### config.mk
export PLATFORM = sky130hd
export DESIGN_NAME = fifo_rd_prefetch_flat
export DESIGN_NICKNAME = d
export VERILOG_FILES = /design/src/rtl/fifo_rd_pkg.sv /design/src/rtl/fifo_rd_prefetch_if.sv /design/src/rtl/fifo_rd_skid.sv /design/src/rtl/fifo_rd_prefetch.sv /design/src/flat_wrapper.sv
export SDC_FILE = /design/constraint.sdc
export NUM_CORES = 1
export LEC_CHECK = 0
export ABC_AREA = 1
export BUFFER_PORTS_ARGS = -buffer_cell sky130_fd_sc_hd__buf_2
export CORE_MARGIN = 2
export CORE_UTILIZATION = 30
export CTS_CLUSTER_SIZE = 40
export DETAILED_ROUTE_END_ITERATION = 6
export MAX_ROUTING_LAYER = met4
export SLEW_MARGIN = 10
export SYNTH_ARGS = -nofsm -noshare
export SYNTH_HDL_FRONTEND = slang
export SYNTH_SLANG_ARGS = --single-unit
### constraint.sdc
create_clock -name rclk -period 4.8 [get_ports rclk]
set_clock_uncertainty 0.05 [all_clocks]
set_input_delay 0.48 -clock rclk [delete_from_list [all_inputs] [get_ports rclk]]
set_output_delay 0.48 -clock rclk [all_outputs]
set_load 0.005 [all_outputs]
### src/rtl/fifo_rd_pkg.sv
// Shared types for the FIFO read-side drain engine.
// Contents: occupancy encoding of the output buffer and its depth.
package fifo_rd_pkg;

  typedef enum logic [1:0] {
    OCC_EMPTY = 2'd0,
    OCC_ONE   = 2'd1,
    OCC_TWO   = 2'd2
  } occ_e;

  localparam int BUF_DEPTH = 2;

endpackage

### src/rtl/fifo_rd_prefetch_if.sv
// Bundle for the drain engine: FIFO read port plus downstream valid/ready stream.
// Ports (master = drain engine view):
//   rempty  in   FIFO empty flag (read domain)
//   rdata   in   FIFO read data, valid the cycle after rinc
//   rinc    out  pop request to the FIFO
//   m_valid out  output word available
//   m_ready in   downstream accepts the word
//   m_data  out  output word
interface fifo_rd_prefetch_if #(
  parameter int DSIZE = 32
);
  import fifo_rd_pkg::*;

  logic             rempty;
  logic [DSIZE-1:0] rdata;
  logic             rinc;
  logic             m_valid;
  logic             m_ready;
  logic [DSIZE-1:0] m_data;

  modport master (
    input  rempty, rdata, m_ready,
    output rinc, m_valid, m_data
  );

  modport slave (
    output rempty, rdata, m_ready,
    input  rinc, m_valid, m_data
  );
endinterface

### src/rtl/fifo_rd_skid.sv
// Two-entry in-order output buffer (head/tail) with occupancy FSM.
// Ports:
//   clk, rst  clock and synchronous active-high reset
//   wr        write rdata this cycle (word arriving from the SRAM)
//   wdata     word to write
//   pop       head consumed this cycle
//   valid     buffer non-empty
//   head      oldest word
//   occ       current occupancy
module fifo_rd_skid
  import fifo_rd_pkg::*;
#(
  parameter int DSIZE = 32
) (
  input  logic             clk,
  input  logic             rst,
  input  logic             wr,
  input  logic [DSIZE-1:0] wdata,
  input  logic             pop,
  output logic             valid,
  output logic [DSIZE-1:0] head,
  output occ_e             occ
);

  occ_e             occ_q, occ_n;
  logic [DSIZE-1:0] head_q, head_n;
  logic [DSIZE-1:0] tail_q, tail_n;

  always_ff @(posedge clk) begin
    if (rst) begin
      occ_q  <= OCC_EMPTY;
      head_q <= '0;
      tail_q <= '0;
    end else begin
      occ_q  <= occ_n;
      head_q <= head_n;
      tail_q <= tail_n;
    end
  end

  // The incoming word lands in the first slot that is free once any
  // simultaneous pop has shifted the tail forward.
  always_comb begin
    occ_n  = occ_q;
    head_n = head_q;
    tail_n = tail_q;
    case (occ_q)
      OCC_EMPTY: begin
        if (wr) begin
          head_n = wdata;
          occ_n  = OCC_ONE;
        end
      end
      OCC_ONE: begin
        case ({wr, pop})
          2'b10: begin
            tail_n = wdata;
            occ_n  = OCC_TWO;
          end
          2'b01: occ_n = OCC_EMPTY;
          2'b11: head_n = wdata;
          default: ;
        endcase
      end
      OCC_TWO: begin
        // A write without pop cannot occur here: rinc is withheld whenever
        // the buffer plus the in-flight word would exceed two entries.
        if (pop) begin
          head_n = tail_q;
          if (wr) tail_n = wdata;
          else    occ_n  = OCC_ONE;
        end
      end
      default: occ_n = OCC_EMPTY;
    endcase
  end

  assign valid = (occ_q != OCC_EMPTY);
  assign head  = head_q;
  assign occ   = occ_q;

endmodule

### src/rtl/fifo_rd_prefetch.sv
// Read-side drain engine: pops the FIFO, absorbs the one-cycle SRAM read
// latency and presents the words as a full-throughput valid/ready stream.
// Ports:
//   rclk     read-domain clock
//   rrst     synchronous active-high reset
//   rd       FIFO read port + output stream (master modport)
//   pop_cnt  words delivered, wraps modulo 2^CSIZE
module fifo_rd_prefetch
  import fifo_rd_pkg::*;
#(
  parameter int DSIZE = 32,
  parameter int CSIZE = 16
) (
  input  logic                 rclk,
  input  logic                 rrst,
  fifo_rd_prefetch_if.master   rd,
  output logic [CSIZE-1:0]     pop_cnt
);

  occ_e       occ;
  logic       infl;
  logic       pop;
  logic [2:0] lvl;

  assign pop = rd.m_valid & rd.m_ready;

  // Committed words after this cycle: buffered + in flight - consumed.
  // pop implies occ >= 1, so this never underflows.
  assign lvl = 3'(occ) + {2'b00, infl} - {2'b00, pop};

  assign rd.rinc = !rrst && !rd.rempty && (lvl < 3'(BUF_DEPTH));

  always_ff @(posedge rclk) begin
    if (rrst) begin
      infl    <= 1'b0;
      pop_cnt <= '0;
    end else begin
      infl <= rd.rinc;
      if (pop) pop_cnt <= pop_cnt + 1'b1;
    end
  end

  fifo_rd_skid #(
    .DSIZE (DSIZE)
  ) u_skid (
    .clk   (rclk),
    .rst   (rrst),
    .wr    (infl),
    .wdata (rd.rdata),
    .pop   (pop),
    .valid (rd.m_valid),
    .head  (rd.m_data),
    .occ   (occ)
  );

endmodule

### src/flat_wrapper.sv
// flat-port wrapper written by rule: the top's interface ports become plain ports
module fifo_rd_prefetch_flat import fifo_rd_pkg::*;
#(
  parameter int DSIZE = 32,
  parameter int CSIZE = 16
)
  (rclk, rrst, pop_cnt, rd_rempty, rd_rdata, rd_m_ready, rd_rinc, rd_m_valid, rd_m_data);
  fifo_rd_prefetch_if #(.DSIZE(DSIZE)) rd_i ();
  input  logic rclk;
  input  logic rrst;
  output logic [CSIZE-1:0] pop_cnt;
  input wire logic [$bits(rd_i.rempty)-1:0] rd_rempty;
  input wire logic [$bits(rd_i.rdata)-1:0] rd_rdata;
  input wire logic [$bits(rd_i.m_ready)-1:0] rd_m_ready;
  output wire logic [$bits(rd_i.rinc)-1:0] rd_rinc;
  output wire logic [$bits(rd_i.m_valid)-1:0] rd_m_valid;
  output wire logic [$bits(rd_i.m_data)-1:0] rd_m_data;
  assign rd_i.rempty = rd_rempty;
  assign rd_i.rdata = rd_rdata;
  assign rd_i.m_ready = rd_m_ready;
  assign rd_rinc = rd_i.rinc;
  assign rd_m_valid = rd_i.m_valid;
  assign rd_m_data = rd_i.m_data;
  fifo_rd_prefetch #(.DSIZE(DSIZE), .CSIZE(CSIZE)) u_core (.rclk(rclk), .rrst(rrst), .rd(rd_i), .pop_cnt(pop_cnt));
endmodule
==> flow_summary.json, run 1 <==
{
  "status": "completed",
  "min_path_type": "input pin to register",
  "n_fill_cell": 1529,
  "rsz0062_at_grt": "no",
  "netlist_instances": 644,
  "period_minus_slack_ns": 3.61,
  "wl_per_cell_um": 9.79,
  "layout-drive-gt1-share_pct": 15.8,
  "wl_met1_mm": 4.32,
  "initial_core_util_pct": 30.6,
  "synth_flop_cell": "dfxtp_1",
  "antenna_cells": 0,
  "core_area_mm2": 0.0132,
  "utilization_pct": 36.8,
  "maxCapViolations": 0,
  "synth-compound-area-share_pct": 10.2,
  "dieArea_mm2": 0.0145,
  "hold_viol": 0,
  "drt_iter0_drc": 225,
  "grt_overflow_total": 0,
  "leakage_nw": 2.39,
  "setup_slack_ns": 1.19,
  "cts_buffer_depth": 2,
  "track_usage_pct": 13.2,
  "vias_per_cell": 4.24,
  "synthMuxAreaShare_pct": 0,
  "cts.reportedPaths.clkPinSlew_ns": 0.06,
  "cts_setup_buffers": 0,
  "grt_pass1_vias": 3363,
  "cts_root_buffer": "clkbuf_16",
  "worstMarginPinSlew_ns": 0.823,
  "slew-limit-headroom_pct": 45.1,
  "vias": 3776,
  "synth_cell_types": 23,
  "die_w_um": 120,
  "setup_viol": 0,
  "syn_nets": 685,
  "whs_ns": 0.264,
  "cp-end-kind": "output pin",
  "dp_slack_ns": 1.45,
  "fin_crit_sh_pct": 75.1,
  "drt.antenna.violating_nets": 0,
  "ios": 86,
  "top_layer_used": "met4",
  "wl_met3_um": 345,
  "drv_slew": 0,
  "ys_warn_count": 0,
  "dp_hpwl_mm": 5.52,
  "yosysTopAreaCellShare_pct": 40.9,
  "die_h_um": 120,
  "fin_nets": 751,
  "synth_seq_area_share_pct": 40.9,
  "antenna_found_initial": 0,
  "wl_met2_mm": 3.93,
  "arrival_ns": 3.08,
  "yosys-top-cells-count": "168 x nand2_1, 134 x nor2_1, 83 x dfxtp_1, 83 x inv_1, 41 x nand3_1",
  "ctsResizeCount": 0,
  "yosysMostFrequentCell": "nand2_1",
  "synth_top_area_cell": "dfxtp_1",
  "fmax_mhz": 277,
  "syn_area_mm2": 0.00406,
  "grt_max_degree": 81,
  "critPathKind": "register to output pin",
  "area_growth_pct": 20.1,
  "route.detailed.drc": 0,
  "critical_path_required_ns": 4.27,
  "p_per_area_mw_per_mm2": 502,
  "synth_xor_area_share_pct": 0.648,
  "synth_top_family_by_area": "simple AND/OR/NAND/NOR gates",
  "synth.area.top_cells": "dfxtp_1 41%, nand2_1 16%, nor2_1 12%",
  "htreeDepth": 3,
  "portBuffers": 85,
  "avgSynthCellArea_um2": 6.30,
  "worstSkewPairLatency_ns": 0.33,
  "synth_seq_cells": 83,
  "grt_pass1_wl_mm": 15.2,
  "cts_hold_buf": 0,
  "async_flop_share_pct": 0,
  "start_kind": "register",
  "synth-edff-count": 0,
  "drt-total-wl_mm": 8.72,
  "fin_tns_setup_ns": 0,
  "cts_tree": "done",
  "rows": 42,
  "synth-simple-area-share_pct": 34.4,
  "cp_max_fo": 18,
  "ir_drop_mv": 0.174,
  "first_pass_iters": 5,
  "synth_adder_area_share_pct": 1.73,
  "clock_sinks": 83,
  "numCtsBuffers": 9,
  "gp_congestion": 0.771
}
==> stage by stage <==
step | power, mW | instances | instance area (um2)
detailed placement | 1.80 | 875 | 4580
finish | 2.45 | 891 | 4870
floorplan | 1.59 | 644 | 4060
CTS | 2.50 | 891 | 4870
global placement | 1.81 | 875 | 4580
global route | 2.68 | 891 | 4870
==> area by class of cell <==
cell class | count | area [um2] | share of cell area (%)
clock inverters | 1 | 5.00 | 0.103
multi-input cells | 440 | 1910 | 39.3
inverters | 86 | 323 | 6.62
flip-flops and latches | 83 | 1660 | 34.1
repair buffers | 90 | 463 | 9.50
clock buffers | 15 | 288 | 5.90
well taps | 176 | 220 | 4.52
==> power by group <==
| group | internal, mW | switching [mW] | total, mW |
|---|---|---|---|
| Combinational | 0.311 | 0.545 | 0.856 |
| Clock | 0.407 | 0.264 | 0.671 |
| Sequential | 0.843 | 0.0778 | 0.921 |
| Total | 1.56 | 0.887 | 2.45 |
==> cells by family (layout without fill, tap and decap cells) <==
kind of cell             count (synthesis)  count (layout)
flip-flops                              83              83
buffers and inverters                  121             192
adder cells (fa/ha/maj)                  5               5
AO/OA/AOI/OAI                           80              80
AND/OR/NAND/NOR                        352             352
XOR/XNOR                                 3               3
==> critical path, stage by stage (launching register included) <==
cell	delay, ns
dfxtp_1	0.44
nor2_1	0.13
nor2_2	0.50
inv_1	0.15
ha_1	0.33
or2_2	0.31
fa_1	0.54
nand2_1	0.06
nor3_1	0.15
buf_2	0.13
==> layout by cell type (no fill, tap or decap) <==
cell | synthesis | routed
a21oi_1 | 40 | 40
buf_2 | 16 | 85
buf_4 | 3 | 5
clkbuf_1 | 10 | 2
clkbuf_16 | 0 | 9
clkbuf_8 | 0 | 4
clkinv_2 | 0 | 1
dfxtp_1 | 83 | 83
fa_1 | 1 | 1
ha_1 | 4 | 4
inv_1 | 83 | 83
inv_2 | 3 | 3
nand2_1 | 168 | 167
nand2_2 | 0 | 1
nand3_1 | 41 | 41
nand3_2 | 1 | 1
nand4_1 | 3 | 3
nor2_1 | 134 | 134
nor2_2 | 2 | 1
nor2_4 | 0 | 1
nor3_1 | 2 | 2
o21ai_0 | 38 | 38
o21ai_4 | 1 | 1
o21bai_1 | 1 | 1
or2_2 | 1 | 1
xor2_1 | 3 | 3
==> state kept, by name (all words and copies together) (netlist names) <==
name,flops
u_core.u_skid.head,32
u_core.u_skid.tail_q,32
u_core.pop_cnt,16
u_core.u_skid.occ,2
u_core.infl,1
==> metal layers <==
layer  track usage, %  up-vias
met4             4.58        0
li1                 -     2095
met3             3.73        9
met5                -        -
met1             16.3     1617
met2             20.8       55
==> final timing paths <==
check	startpoint	to	slack [ns]	depth (start not counted)
setup / recovery	u_core.u_skid.occ[1]$_SDFFE_PP0P_	rd_rinc	1.19	9
hold / removal	rd_rempty	u_core.infl$_SDFF_PP0_	0.26	2
setup reg to reg	u_core.u_skid.occ[1]$_SDFFE_PP0P_	u_core.u_skid.tail_q[23]$_SDFFE_PP0P_	2.05	9
hold reg to reg	u_core.u_skid.tail_q[10]$_SDFFE_PP0P_	u_core.u_skid.tail_q[10]$_SDFFE_PP0P_	0.43	2
No activity file was read; power rests on OpenSTA's default activity.
==> run 2: changes to the inputs <==
- ABC_AREA: 1 -> 0
- clock period: 4.8 -> 3.6 ns (I/O delays scaled with it)
==> flow_summary.json, run 2 <==
{
  "ir_drop_mv": 0.294,
  "crit_chain": "or2_2 -> nand2_1 -> ha_1 -> nand2b_1 -> fa_1 -> xor2_1 -> nor4b_1 -> buf_2",
  "synth_flop_cell": "dfxtp_1",
  "core_area_mm2": 0.0114,
  "slew-limit-headroom_pct": 41.8,
  "fin_crit_sh_pct": 91.0,
  "yosys-top-cells-count": "83 x dfxtp_1, 78 x nor2_1, 66 x mux2i_1, 32 x a211oi_1, 15 x clkbuf_1",
  "p_seq_share_pct": 45.7,
  "antenna_found_initial": 0,
  "leakage_nw": 1.95,
  "cts_root_buffer": "clkbuf_16",
  "avgSynthCellArea_um2": 9.69,
  "worstMarginPinSlew_ns": 0.873,
  "drt.antenna.violating_nets": 0,
  "period_minus_slack_ns": 3.28,
  "synth.area.top_cells": "dfxtp_1 47%, mux2i_1 19%, nor2_1 8.4%",
  "ctsResizeCount": 0,
  "power_mw": 2.25,
  "vias_per_cell": 4.81,
  "critPathKind": "register to output pin",
  "syn_area_mm2": 0.00350,
  "track_usage_pct": 13.0,
  "critPathBufInv": 1,
  "final_common_cell": "buf_2",
  "slowest_delay_ns": 0.70,
  "cts_hold_buf": 0,
  "grt_pass1_vias": 2685,
  "route.detailed.drc": 0,
  "synth_seq_area_share_pct": 47.5,
  "layout_common_cells": "85 x buf_2, 83 x dfxtp_1, 78 x nor2_1, 66 x mux2i_1, 32 x a211oi_1",
  "fin_tns_setup_ns": 0,
  "p_comb_share_pct": 13.7,
  "first_pass_iters": 5,
  "cp-end-kind": "output pin",
  "drt_iter0_drc": 100,
  "initial_core_util_pct": 30.6,
  "drt-total-wl_mm": 7.56,
  "ys_warn_count": 0,
  "numCtsBuffers": 9,
  "area_growth_pct": 24.4,
  "syn_nets": 402,
  "start_kind": "register",
  "clock_sinks": 83,
  "cpLargestDelayFamily": "adder cells",
  "layout-drive-gt1-share_pct": 25.9,
  "synth-edff-count": 0,
  "p_per_area_mw_per_mm2": 518,
  "gp_congestion": 0.745,
  "grt_pass1_wl_mm": 12.8,
  "dieArea_mm2": 0.0125,
  "synth_cell_types": 38,
  "synth_seq_cells": 83,
  "worstSkewPairLatency_ns": 0.33,
  "ios": 86,
  "critical_path_required_ns": 3.19,
  "cts_tree": "done",
  "cts_buffer_depth": 2,
  "synth_top_area_cell": "dfxtp_1",
  "rows": 39,
  "setup_slack_ns": 0.322,
  "async_flop_share_pct": 0,
  "yosysTopAreaCellShare_pct": 47.5,
  "die_w_um": 112,
  "rsz0062_at_grt": "no",
  "intPower_mw": 1.69,
  "antenna_cells": 0,
  "vias": 2807,
  "fin_nets": 476,
  "fmax_mhz": 305,
  "wl_per_cell_um": 13.0,
  "yosysMostFrequentCell": "dfxtp_1",
  "fin_cells": 583,
  "cp_max_fo": 13,
  "cts_setup_buffers": 0,
  "n_fill_cell": 1182,
  "setup_viol": 0,
  "die_h_um": 112,
  "dp_slack_ns": 0.664,
  "netlist_instances": 361,
  "utilization_pct": 38.1,
  "dp_hpwl_mm": 5.11,
  "hold_viol": 0,
  "drv_slew": 0,
  "maxCapViolations": 0,
  "power.share.clock_pct": 40.6,
  "htreeDepth": 3,
  "switchingPower_mw": 0.559,
  "slowest_stage": "dfxtp_1",
  "arrival_ns": 2.87,
  "cts.reportedPaths.clkPinSlew_ns": 0.06,
  "min_path_type": "input pin to register",
  "status": "completed",
  "portBuffers": 85,
  "dpl_cell_area_mm2": 0.00404,
  "final_cell_area_mm2": 0.00435,
  "grt_max_degree": 47,
  "p_sw_share_pct": 24.8,
  "place_inst": 567,
  "grt_overflow_total": 0,
  "whs_ns": 0.151
}
==> run 2: worst reg2reg max path: cells and delay by family, from the launching register on <==
family / cells / cell delay, ns
adders and majority gates: 2 / 0.76
DFF: 1 / 0.70
and+or+nand+nor: 4 / 0.76
xor gates and xnor gates: 1 / 0.16
==> run 2: power by group through the flow <==
stage	registers (mW)	logic (mW)	clock network [mW]
global placement	1.05	0.312	0
CTS	1.03	0.318	0.949
detailed placement	1.05	0.317	0
floorplan	1.05	0.196	0
global route	1.04	0.351	0.988
finish	1.03	0.309	0.914
==> run 2: cell families after synthesis <==
kind of cell,after synthesis,share of synthesized area (%)
AND/OR/NAND/NOR,116,14.7
flip-flops,83,47.5
multiplexers,67,19.2
AO/OA/AOI/OAI,48,9.98
buffers and inverters,31,3.83
XOR/XNOR,11,2.75
adder cells (fa/ha/maj),5,2.00
==> run 2: worst paths after layout <==
kind	start	end	slack, ns	depth (start not counted)
max reg2reg	u_core.u_skid.occ[1]$_SDFFE_PP0P_	u_core.infl$_SDFF_PP0_	1.06	7
min	rd_rempty	u_core.infl$_SDFF_PP0_	0.15	2
max	u_core.u_skid.occ[1]$_SDFFE_PP0P_	rd_rinc	0.32	8
min reg2reg	u_core.u_skid.tail_q[5]$_SDFFE_PP0P_	u_core.u_skid.tail_q[5]$_SDFFE_PP0P_	0.44	2
==> run 2: area by class of cell <==
cell class                 count  area (um2)  area share, %
clock buffer                  14         294           6.75
clock inverter                 2        16.3          0.374
inverter                       4        15.0          0.345
multi-input combinational    247        1720           39.6
sequential                    83        1660           38.2
tap                          143         179           4.11
timing repair buffer          90         463           10.6
==> run 2: routing by layer <==
layer  vias to the layer above  GRT usage [%]  part of all wire [%]
li1                       1419              -                     -
met1                      1308           15.4                    46
met2                        70           20.6                    47
met3                        10           4.95                   6.3
met4                         0           4.15                   1.1
met5                         -              -                     0
